==> src/rtl/rata_wr_monitor_if.sv <==
// CPU data-memory write channel between the bus master and the RATA write monitor.
// The master drives the burst address phase and data-beat qualifiers; the monitor returns wr_ready.
interface rata_wr_monitor_if;
  logic        wr_req;
  logic [31:0] wr_addr;
  logic [3:0]  wr_len;
  logic        wr_ready;
  logic        wr_beat_valid;
  logic [3:0]  wr_strb;
  logic        wr_abort;

  modport master (
    output wr_req,
    output wr_addr,
    output wr_len,
    input  wr_ready,
    output wr_beat_valid,
    output wr_strb,
    output wr_abort
  );

  modport slave (
    input  wr_req,
    input  wr_addr,
    input  wr_len,
    output wr_ready,
    input  wr_beat_valid,
    input  wr_strb,
    input  wr_abort
  );
endinterface

==> src/rtl/rata_wr_monitor.sv <==
// Write monitor ahead of the RATA attestation FSM: expands bursts into beat addresses and flags AR/LMT writes.
// Define RATA_WR_MON_DMA_EN to add a single-beat DMA write port checked alongside the CPU channel.
module rata_wr_monitor #(
  parameter logic [31:0] AR_MIN     = 32'h0000_1000,
  parameter logic [31:0] AR_MAX     = 32'h0000_1FFF,
  parameter logic [31:0] LMT_MIN    = 32'h0000_2000,
  parameter logic [31:0] LMT_MAX    = 32'h0000_200F,
  parameter int          BEAT_BYTES = 4,
  parameter int          CNT_W      = 16
) (
  input  logic              clk,
  input  logic              reset_n,
  rata_wr_monitor_if.slave  bus,
  input  logic [31:0]       PC,
`ifdef RATA_WR_MON_DMA_EN
  input  logic              dma_wen,
  input  logic [31:0]       dma_addr,
  input  logic [3:0]        dma_strb,
`endif
  output logic              Mod_Mem_AR,
  output logic              Mod_Mem_LMT,
  output logic              lmt_violation,
  output logic [CNT_W-1:0]  ar_mod_count,
  output logic              busy
);

  typedef enum logic {
    IDLE  = 1'b0,
    BURST = 1'b1
  } state_t;

  // Inclusive range test written as an offset compare so a zero lower bound
  // does not turn into a constant comparison.
  function automatic logic in_range(input logic [31:0] addr,
                                    input logic [31:0] lo,
                                    input logic [31:0] hi);
    return (addr - lo) <= (hi - lo);
  endfunction

  state_t            state_q, state_d;
  logic [31:0]       cur_addr_q, cur_addr_d;
  logic [4:0]        beats_left_q, beats_left_d;
  logic              wr_ready_q, wr_ready_d;
  logic              busy_q, busy_d;
  logic              mod_ar_q, mod_ar_d;
  logic              mod_lmt_q, mod_lmt_d;
  logic              lmt_viol_q, lmt_viol_d;
  logic [CNT_W-1:0]  cnt_q, cnt_d;

  logic              beat_accept;
  logic              cpu_check;
  logic              cpu_ar;
  logic              cpu_lmt;
  logic              dma_ar;
  logic              dma_lmt;
  logic [1:0]        cnt_inc;
  logic [CNT_W:0]    cnt_sum;

  assign beat_accept = (state_q == BURST) && bus.wr_beat_valid && !bus.wr_abort;
  assign cpu_check   = beat_accept && (bus.wr_strb != 4'b0000);
  assign cpu_ar      = cpu_check && in_range(cur_addr_q, AR_MIN, AR_MAX);
  assign cpu_lmt     = cpu_check && in_range(cur_addr_q, LMT_MIN, LMT_MAX);

`ifdef RATA_WR_MON_DMA_EN
  logic dma_check;
  assign dma_check = dma_wen && (dma_strb != 4'b0000);
  assign dma_ar    = dma_check && in_range(dma_addr, AR_MIN, AR_MAX);
  assign dma_lmt   = dma_check && in_range(dma_addr, LMT_MIN, LMT_MAX);
`else
  assign dma_ar    = 1'b0;
  assign dma_lmt   = 1'b0;
`endif

  // Burst tracking: next state, current beat address and remaining beat count.
  always_comb begin
    state_d      = state_q;
    cur_addr_d   = cur_addr_q;
    beats_left_d = beats_left_q;
    case (state_q)
      IDLE: begin
        if (bus.wr_req) begin
          cur_addr_d   = bus.wr_addr;
          beats_left_d = {1'b0, bus.wr_len} + 5'd1;
          state_d      = BURST;
        end
      end
      BURST: begin
        if (bus.wr_abort) begin
          state_d = IDLE;
        end else if (bus.wr_beat_valid) begin
          cur_addr_d   = cur_addr_q + 32'(BEAT_BYTES);
          beats_left_d = beats_left_q - 5'd1;
          if (beats_left_q == 5'd1) begin
            state_d = IDLE;
          end
        end
      end
      default: state_d = IDLE;
    endcase
    wr_ready_d = (state_d == IDLE);
    busy_d     = (state_d == BURST);
  end

  // Flags, sticky LMT status and the saturating AR counter.
  always_comb begin
    mod_ar_d   = cpu_ar || dma_ar;
    mod_lmt_d  = cpu_lmt || dma_lmt;
    cnt_inc    = {1'b0, cpu_ar} + {1'b0, dma_ar};
    cnt_sum    = {1'b0, cnt_q} + (CNT_W+1)'(cnt_inc);
    cnt_d      = cnt_sum[CNT_W] ? {CNT_W{1'b1}} : cnt_sum[CNT_W-1:0];
    lmt_viol_d = lmt_viol_q;
    if (mod_lmt_d) begin
      lmt_viol_d = 1'b1;
    end else if (PC == 32'h0000_0000) begin
      lmt_viol_d = 1'b0;
    end
  end

  always_ff @(posedge clk) begin
    if (!reset_n) begin
      state_q      <= IDLE;
      cur_addr_q   <= 32'h0000_0000;
      beats_left_q <= 5'd0;
      wr_ready_q   <= 1'b1;
      busy_q       <= 1'b0;
      mod_ar_q     <= 1'b0;
      mod_lmt_q    <= 1'b0;
      lmt_viol_q   <= 1'b0;
      cnt_q        <= '0;
    end else begin
      state_q      <= state_d;
      cur_addr_q   <= cur_addr_d;
      beats_left_q <= beats_left_d;
      wr_ready_q   <= wr_ready_d;
      busy_q       <= busy_d;
      mod_ar_q     <= mod_ar_d;
      mod_lmt_q    <= mod_lmt_d;
      lmt_viol_q   <= lmt_viol_d;
      cnt_q        <= cnt_d;
    end
  end

  assign bus.wr_ready  = wr_ready_q;
  assign busy          = busy_q;
  assign Mod_Mem_AR    = mod_ar_q;
  assign Mod_Mem_LMT   = mod_lmt_q;
  assign lmt_violation = lmt_viol_q;
  assign ar_mod_count  = cnt_q;

  // Handshake outputs are mutually exclusive; a LMT pulse always leaves the sticky bit set.
  a_ready_busy_excl: assert property (@(posedge clk) disable iff (!reset_n)
    wr_ready_q != busy_q);
  a_lmt_sets_sticky: assert property (@(posedge clk) disable iff (!reset_n)
    mod_lmt_q |-> lmt_viol_q);

endmodule

==> src/flat_wrapper.sv <==
// flat-port wrapper written by rule: the top's interface ports become plain ports
module rata_wr_monitor_flat 
#(
  parameter logic [31:0] AR_MIN     = 32'h0000_1000,
  parameter logic [31:0] AR_MAX     = 32'h0000_1FFF,
  parameter logic [31:0] LMT_MIN    = 32'h0000_2000,
  parameter logic [31:0] LMT_MAX    = 32'h0000_200F,
  parameter int          BEAT_BYTES = 4,
  parameter int          CNT_W      = 16
)
  (clk, reset_n, PC, Mod_Mem_AR, Mod_Mem_LMT, lmt_violation, ar_mod_count, busy, bus_wr_req, bus_wr_addr, bus_wr_len, bus_wr_ready, bus_wr_beat_valid, bus_wr_strb, bus_wr_abort);
  rata_wr_monitor_if bus_i ();
  input  logic clk;
  input  logic reset_n;
  input  logic [31:0] PC;
  output logic Mod_Mem_AR;
  output logic Mod_Mem_LMT;
  output logic lmt_violation;
  output logic [CNT_W-1:0] ar_mod_count;
  output logic busy;
  input wire logic [$bits(bus_i.wr_req)-1:0] bus_wr_req;
  input wire logic [$bits(bus_i.wr_addr)-1:0] bus_wr_addr;
  input wire logic [$bits(bus_i.wr_len)-1:0] bus_wr_len;
  output wire logic [$bits(bus_i.wr_ready)-1:0] bus_wr_ready;
  input wire logic [$bits(bus_i.wr_beat_valid)-1:0] bus_wr_beat_valid;
  input wire logic [$bits(bus_i.wr_strb)-1:0] bus_wr_strb;
  input wire logic [$bits(bus_i.wr_abort)-1:0] bus_wr_abort;
  assign bus_i.wr_req = bus_wr_req;
  assign bus_i.wr_addr = bus_wr_addr;
  assign bus_i.wr_len = bus_wr_len;
  assign bus_wr_ready = bus_i.wr_ready;
  assign bus_i.wr_beat_valid = bus_wr_beat_valid;
  assign bus_i.wr_strb = bus_wr_strb;
  assign bus_i.wr_abort = bus_wr_abort;
  rata_wr_monitor #(.AR_MIN(AR_MIN), .AR_MAX(AR_MAX), .LMT_MIN(LMT_MIN), .LMT_MAX(LMT_MAX), .BEAT_BYTES(BEAT_BYTES), .CNT_W(CNT_W)) u_core (.clk(clk), .reset_n(reset_n), .bus(bus_i), .PC(PC), .Mod_Mem_AR(Mod_Mem_AR), .Mod_Mem_LMT(Mod_Mem_LMT), .lmt_violation(lmt_violation), .ar_mod_count(ar_mod_count), .busy(busy));
endmodule
==> config.mk <==
export PLATFORM = sky130hd
export DESIGN_NAME = rata_wr_monitor_flat
export DESIGN_NICKNAME = d
export VERILOG_FILES = /design/src/rtl/rata_wr_monitor_if.sv /design/src/rtl/rata_wr_monitor.sv /design/src/flat_wrapper.sv
export SDC_FILE = /design/constraint.sdc
export NUM_CORES = 1
export LEC_CHECK = 0
export CORE_ASPECT_RATIO = 1.5
export CORE_MARGIN = 2
export CORE_UTILIZATION = 40
export DETAILED_ROUTE_END_ITERATION = 10
export PLACE_DENSITY_LB_ADDON = 0.1
export SLEW_MARGIN = 20
export SYNTH_ARGS = -nofsm -noshare
export SYNTH_HDL_FRONTEND = slang
export SYNTH_SLANG_ARGS = --single-unit
==> constraint.sdc <==
create_clock -name clk -period 3.72 [get_ports clk]
set_input_delay 0.93 -clock clk [delete_from_list [all_inputs] [get_ports clk]]
set_output_delay 0.93 -clock clk [all_outputs]
set_load 0.02 [all_outputs]
After elaboration in Yosys (flattened, before gate mapping):

Index checks and enable logic that the tools add are counted.

* register bits after elaboration: 58
* input port bits: 77
* output and inout port bits: 21
* logic and storage cells: 48

* add/sub/neg operators: 6
* $lt $le $gt $ge: 2
* equal/unequal tests: 4
* multiplexer cells: 16
* bitwise gates (word level): 2
* reduce and logical (&&, ||, !) cells: 10

Operator list (count)
* 32-bit 2-to-1 mux: 3
* 32-bit case mux with 2 select lines: 1
* 32-bit by 3-bit adder with 32-bit output (second input constant): 1
* 32-bit by 12-bit <= comparator with 1-bit output (second input constant): 1
* 32-bit by 4-bit <= comparator with 1-bit output (second input constant): 1
* 32-bit logical NOT: 1
* 32-bit by 13-bit subtractor with 32-bit output (second input constant): 1
* 32-bit by 14-bit subtractor with 32-bit output (second input constant): 1
* 16-bit by 1-bit adder with 17-bit output: 1
* 16-bit 2-to-1 mux: 1
* 5-bit 2-to-1 mux: 3
* 5-bit case mux with 2 select lines: 1
* 1-bit 2-to-1 mux: 6
* 2-bit inequality test (second input constant): 3
* 4-bit by 1-bit adder with 5-bit output (second input constant): 1
* 5-bit by 1-bit == test with 1-bit output (second input constant): 1
* 1-bit logical AND: 5
* 5-bit by 1-bit subtractor with 5-bit output (second input constant): 1
* 4-bit nonzero test: 1
* 3-bit AND reduction: 1
* 1-bit inverter: 2
* 1-bit case mux with 2 select lines: 1
* 2-bit nonzero test: 1
* 1-bit logical NOT: 1

Logic depth before layout (Yosys ltp):

* depth after elaboration: 6
* mapped depth: 14
* mapped depth without buffers: 13

Least setup slack after synthesis:

Ideal clock, no wire load.

* kind: input -> register
* start point: input bus_wr_abort
* end point: register u_core.cnt_q[5], in the netlist u_core.ar_mod_count[5]
* library setup time: 0.071 ns
* arrival: 3.292 ns
* required time: 3.649 ns
* slack: 0.358 ns
* cell stages on the path: 12
* buffers on the path: 1
* cells stage by stage: nand3b_1 -> nor4_1 -> and4_1 -> nand2_1 -> nor4_1 -> ha_1 -> nand3_1 -> nor4_1 -> nand2_1 -> or2_1 -> clkbuf_1 -> a21oi_1

* longest elaborated chain between the ends: 6

RTL lines
* start: declaration: RTL line flat_wrapper.sv:27 `input wire logic [$bits(bus_i.wr_abort)-1:0] bus_wr_abort;`
* 1-bit logical NOT: RTL line rata_wr_monitor.sv:59 `assign beat_accept = (state_q == BURST) && bus.wr_beat_valid && !bus.wr_abort;`
* 1-bit logical AND: RTL line rata_wr_monitor.sv:59
* 1-bit logical AND: RTL line rata_wr_monitor.sv:60 `assign cpu_check = beat_accept && (bus.wr_strb != 4'b0000);`
* 1-bit logical AND: RTL line rata_wr_monitor.sv:61 `assign cpu_ar = cpu_check && in_range(cur_addr_q, AR_MIN, AR_MAX);`
* net u_core.cpu_ar: RTL line rata_wr_monitor.sv:52 `logic cpu_ar;`
* 16-bit by 1-bit adder with 17-bit output: RTL line rata_wr_monitor.sv:109 `cnt_sum = {1'b0, cnt_q} + (CNT_W+1)'(cnt_inc);`
* 16-bit 2-to-1 mux: RTL line rata_wr_monitor.sv:110 `cnt_d = cnt_sum[CNT_W] ? {CNT_W{1'b1}} : cnt_sum[CNT_W-1:0];`
* end signal: assignment: RTL line rata_wr_monitor.sv:139 `cnt_q <= cnt_d;`
* end: declaration: RTL line rata_wr_monitor.sv:48 `logic [CNT_W-1:0] cnt_q, cnt_d;`

The timed path passes the listed nets, and every way through them passes these cells.
A chain may end at the register's enable or synchronous reset.

Final worst setup path:

* start point: input bus_wr_beat_valid
* end point: register u_core.cnt_q[14], in the netlist u_core.ar_mod_count[14]

* longest elaborated chain between the ends: 6

RTL lines
* start: declaration: RTL line flat_wrapper.sv:25 `input wire logic [$bits(bus_i.wr_beat_valid)-1:0] bus_wr_beat_valid;`
* 1-bit logical AND (2 in series): RTL line rata_wr_monitor.sv:59
* 1-bit logical AND: RTL line rata_wr_monitor.sv:60
* 1-bit logical AND: RTL line rata_wr_monitor.sv:61
* net u_core.cpu_ar: RTL line rata_wr_monitor.sv:52
* 16-bit by 1-bit adder with 17-bit output: RTL line rata_wr_monitor.sv:109
* 16-bit 2-to-1 mux: RTL line rata_wr_monitor.sv:110

The timed path passes the listed nets, and every way through them passes these cells.

==> results.py <==
metrics = {
    "status": {
        "status": "completed",
    },
    "global_route": {
        "grt_pass1_vias": 3958,
        "antenna_found_initial": 0,
        "grt_pass1_wl_mm": 18.66,
        "grt_overflow": 0,
        "globalRouteTotalUtil_pct": 24.09,
        "grt_max_degree": 54,
    },
    "worst_setup_path": {
        "worstPathRequired_ns": 3.92,
        "crit_fanout": 3,
        "path_class": "in2reg",
        "ff2ff_path_depth": 15,
        "cp-startpoint": "bus_wr_beat_valid",
        "end_kind": "flip-flop",
        "arrival_ns": 3.71,
        "r2r_start": "u_core.cur_addr_q[13]",
        "crit_chain": "clkdlybuf4s50_1 -> nand3b_1 -> nor4_1 -> and4_1 -> nand2_1 -> nor4_1 -> buf_4 -> ha_1 -> nand3_1 -> nor4_1 -> buf_4 -> buf_4 -> and3_1 -> nand3b_1 -> o211a_1",
        "slowest_delay_ns": 0.48,
        "startpoint_type": "input port",
        "critPathSlowestCell": "clkdlybuf4s50_1",
    },
    "detailed_routing": {
        "wire_per_inst_um": 17.14,
        "drc": 0,
        "routed_wl_mm": 11.69,
        "viasPerCell": 6.031,
        "drt_iter0_drc": 283,
        "firstDrtPassIters": 7,
        "dr_total_vias": 4113,
        "ant_nets": 0,
    },
    "run": {
        "cap_violations": 0,
    },
    "layout": {
        "final_common_cell": "clkdlybuf4s50_1",
        "syn_to_final_growth_pct": 35.09,
        "final_cell_mix": "clkdlybuf4s50_1 (95), dfxtp_1 (56), a21oi_1 (46), nor2_1 (36), nand2_1 (35)",
        "drive_above_1_share_pct": 9.615,
        "instances_no_fill": 682,
        "num-nets-final": 656,
        "n_antenna_cell": 0,
    },
    "clocking": {
        "clk_pin_slew_ns": 0.07,
        "htreeDepth": 2,
        "clock_path_buffers": 2,
        "clk_latency_ns": 0.31,
        "cts_num_sinks": 56,
        "cts_tree": "yes",
        "cts_setup_buffers": 0,
        "postCtsResizedCells": 0,
        "root_buffer": "clkbuf_16",
        "cts_made_buffers": 5,
        "hold_buffers": 0,
    },
    "power_and_ir_drop": {
        "p_sw_share_pct": 31.06,
        "p_leak_nw": 1.738,
        "seq_power_share_pct": 43.6,
        "ir_worst_vdd_mv": 0.2383,
        "clkPwrFrac_pct": 31.4,
        "p_comb_share_pct": 25.0,
        "powerDensity_nw_per_um2": 318.9,
        "p_sw_mw": 0.4895,
        "p_int_mw": 1.087,
    },
    "floorplanning": {
        "die_h_um": 121.1,
        "rows": 42,
        "coreArea_um2": 8881,
        "design.die.area_um2": 9943,
        "start_util_pct": 41.19,
        "pin_count": 98,
        "dieWidth_um": 82.09,
    },
    "timing": {
        "finalMaxSlewViolations": 0,
        "post-route-worst-setup-slack_ns": 0.2119,
        "tns_ns": 0,
        "hold_ws_ns": 0.4925,
        "setup_viol": 0,
        "max_slew_margin_pct": 35.23,
        "fin_worst_skew_ns": 0.007957,
        "fin_crit_ns": 3.508,
        "rsz0062_at_grt": "no",
        "tightest_slew_ns": 0.9716,
        "hold_viol": 0,
        "max_freq_ghz": 0.2851,
        "fin_crit_sh_pct": 94.30,
    },
    "synthesis": {
        "synth_area_um2": 3659,
        "ys_warn_count": 0,
        "synthCells": 478,
        "synth_cell_types": 65,
        "synth.avg_cell_area_um2": 7.654,
        "synth_ff_type": "dfxtp_1",
        "async_reset_ff_share_pct": 0,
        "synth-edff-count": 0,
        "ys_seq_elements": 56,
        "yosysSeqAreaShare_pct": 30.64,
        "synthesis.nets": 563,
    },
    "placement": {
        "dpl.cell_count": 674,
        "port_buffers": 95,
        "gp_congestion": 0.9925,
        "place_ws_ns": -0.2050,
        "post-dp-hpwl_mm": 8.531,
    },
    "hold_path": {
        "hold_path.startpoint": "u_core.beats_left_q[1]",
        "hold_depth": 2,
        "hold_path.class": "reg2reg",
    },
}
==> cells by family after synthesis <==
| logic type | after synthesis | share of synthesized area (%) |
|---|---|---|
| xor+xnor | 16 | 3.831 |
| fa+ha+maj | 8 | 2.736 |
| buf+inv | 47 | 5.574 |
| flops | 56 | 30.64 |
| compound gates | 136 | 24.04 |
| mux | 1 | 0.2736 |
| simple gates | 214 | 32.90 |
==> final timing paths <==
| check | slack, ns | to |
|---|---|---|
| max | 0.21 | u_core.ar_mod_count[14] |
| min | 0.49 | u_core.beats_left_q[1] |
| max reg2reg | 0.27 | u_core.ar_mod_count[14] |
| min reg2reg | 0.49 | u_core.beats_left_q[1] |
==> sequential cells by signal, summed over array words and instances, names as in the netlist <==
signal,cells
u_core.state_q,1
u_core.Mod_Mem_LMT,1
u_core.bus.wr_ready,1
u_core.lmt_violation,1
u_core.cur_addr_q,30
u_core.Mod_Mem_AR,1
u_core.ar_mod_count,16
u_core.beats_left_q,5
==> critical path, delay by kind of cell <==
kind	cells	cell delay, ns
buf+inv	4	0.94
compound gates	1	0.12
simple gates	9	1.56
fa+ha+maj	1	0.16
==> stage by stage <==
| stage | instance area (um^2) | utilization (%) | total power, mW |
|---|---|---|---|
| detailed placement | 4791 | 53.94 | 1.090 |
| CTS | 4940 | 55.62 | 1.584 |
| floorplan | 3659 | - | 0.9090 |
| global route | 4942 | 55.65 | 1.647 |
| global placement | 4791 | 53.94 | 1.082 |
| finish | 4942 | 55.65 | 1.576 |
==> synth_stat cells, types with 3 or more instances <==
cell type  count  area, um^2
and4_1        10       87.58
inv_1         10       37.54
a22oi_1        3       22.52
dfxtp_1       56        1121
o21ai_0       30       150.1
xor2_1         8       70.07
and3_1        11       68.82
buf_2          5       25.02
nor4_1        19       118.9
o22ai_1        6       37.54
nor3_1        20       100.1
nor2_1        36       135.1
xnor2_1        8       70.07
a211oi_1       6       45.04
nor4b_1        3       26.28
a31oi_1        8       50.05
a21oi_1       46       230.2
o221a_2        5       56.30
nand2_1       35       131.4
or2_2          3       18.77
a311oi_1       5       43.79
ha_1           8       100.1
nand3_1       21       105.1
nor2b_1        6       37.54
clkbuf_1      26       97.59
nand4_1       21       131.4
o31a_1         3       26.28
and2_1         5       31.28
nand4b_1       4       35.03
o211a_1        3       30.03
nand3b_1       4       30.03
==> power by group through the flow <==
stage               clock network, mW  registers (mW)  logic [mW]
finish                          0.495           0.688       0.394
global route                    0.523           0.693       0.432
CTS                             0.506           0.685       0.393
detailed placement                  0           0.699       0.391
global placement                    0           0.698       0.384
floorplan                           0           0.675       0.234
==> routing by layer <==
metal	share of wire, %	vias up	global-route usage (%)
met4	3.8	0	11.88
li1	-	1998	-
met3	6.2	33	3.571
met5	0	-	0
met1	39	1931	27.18
met2	51	151	42.78
==> final cells by class <==
class / instances / area (um^2)
repair buffers: 123 / 1161
clock inverters: 3 / 23.77
well taps: 110 / 137.6
multi-input cells: 375 / 2336
fillers: 868 / 3939
inverters: 10 / 37.54
flip-flops and latches: 56 / 1121
clock buffers: 5 / 125.1
(Power assumes the default switching activity.)
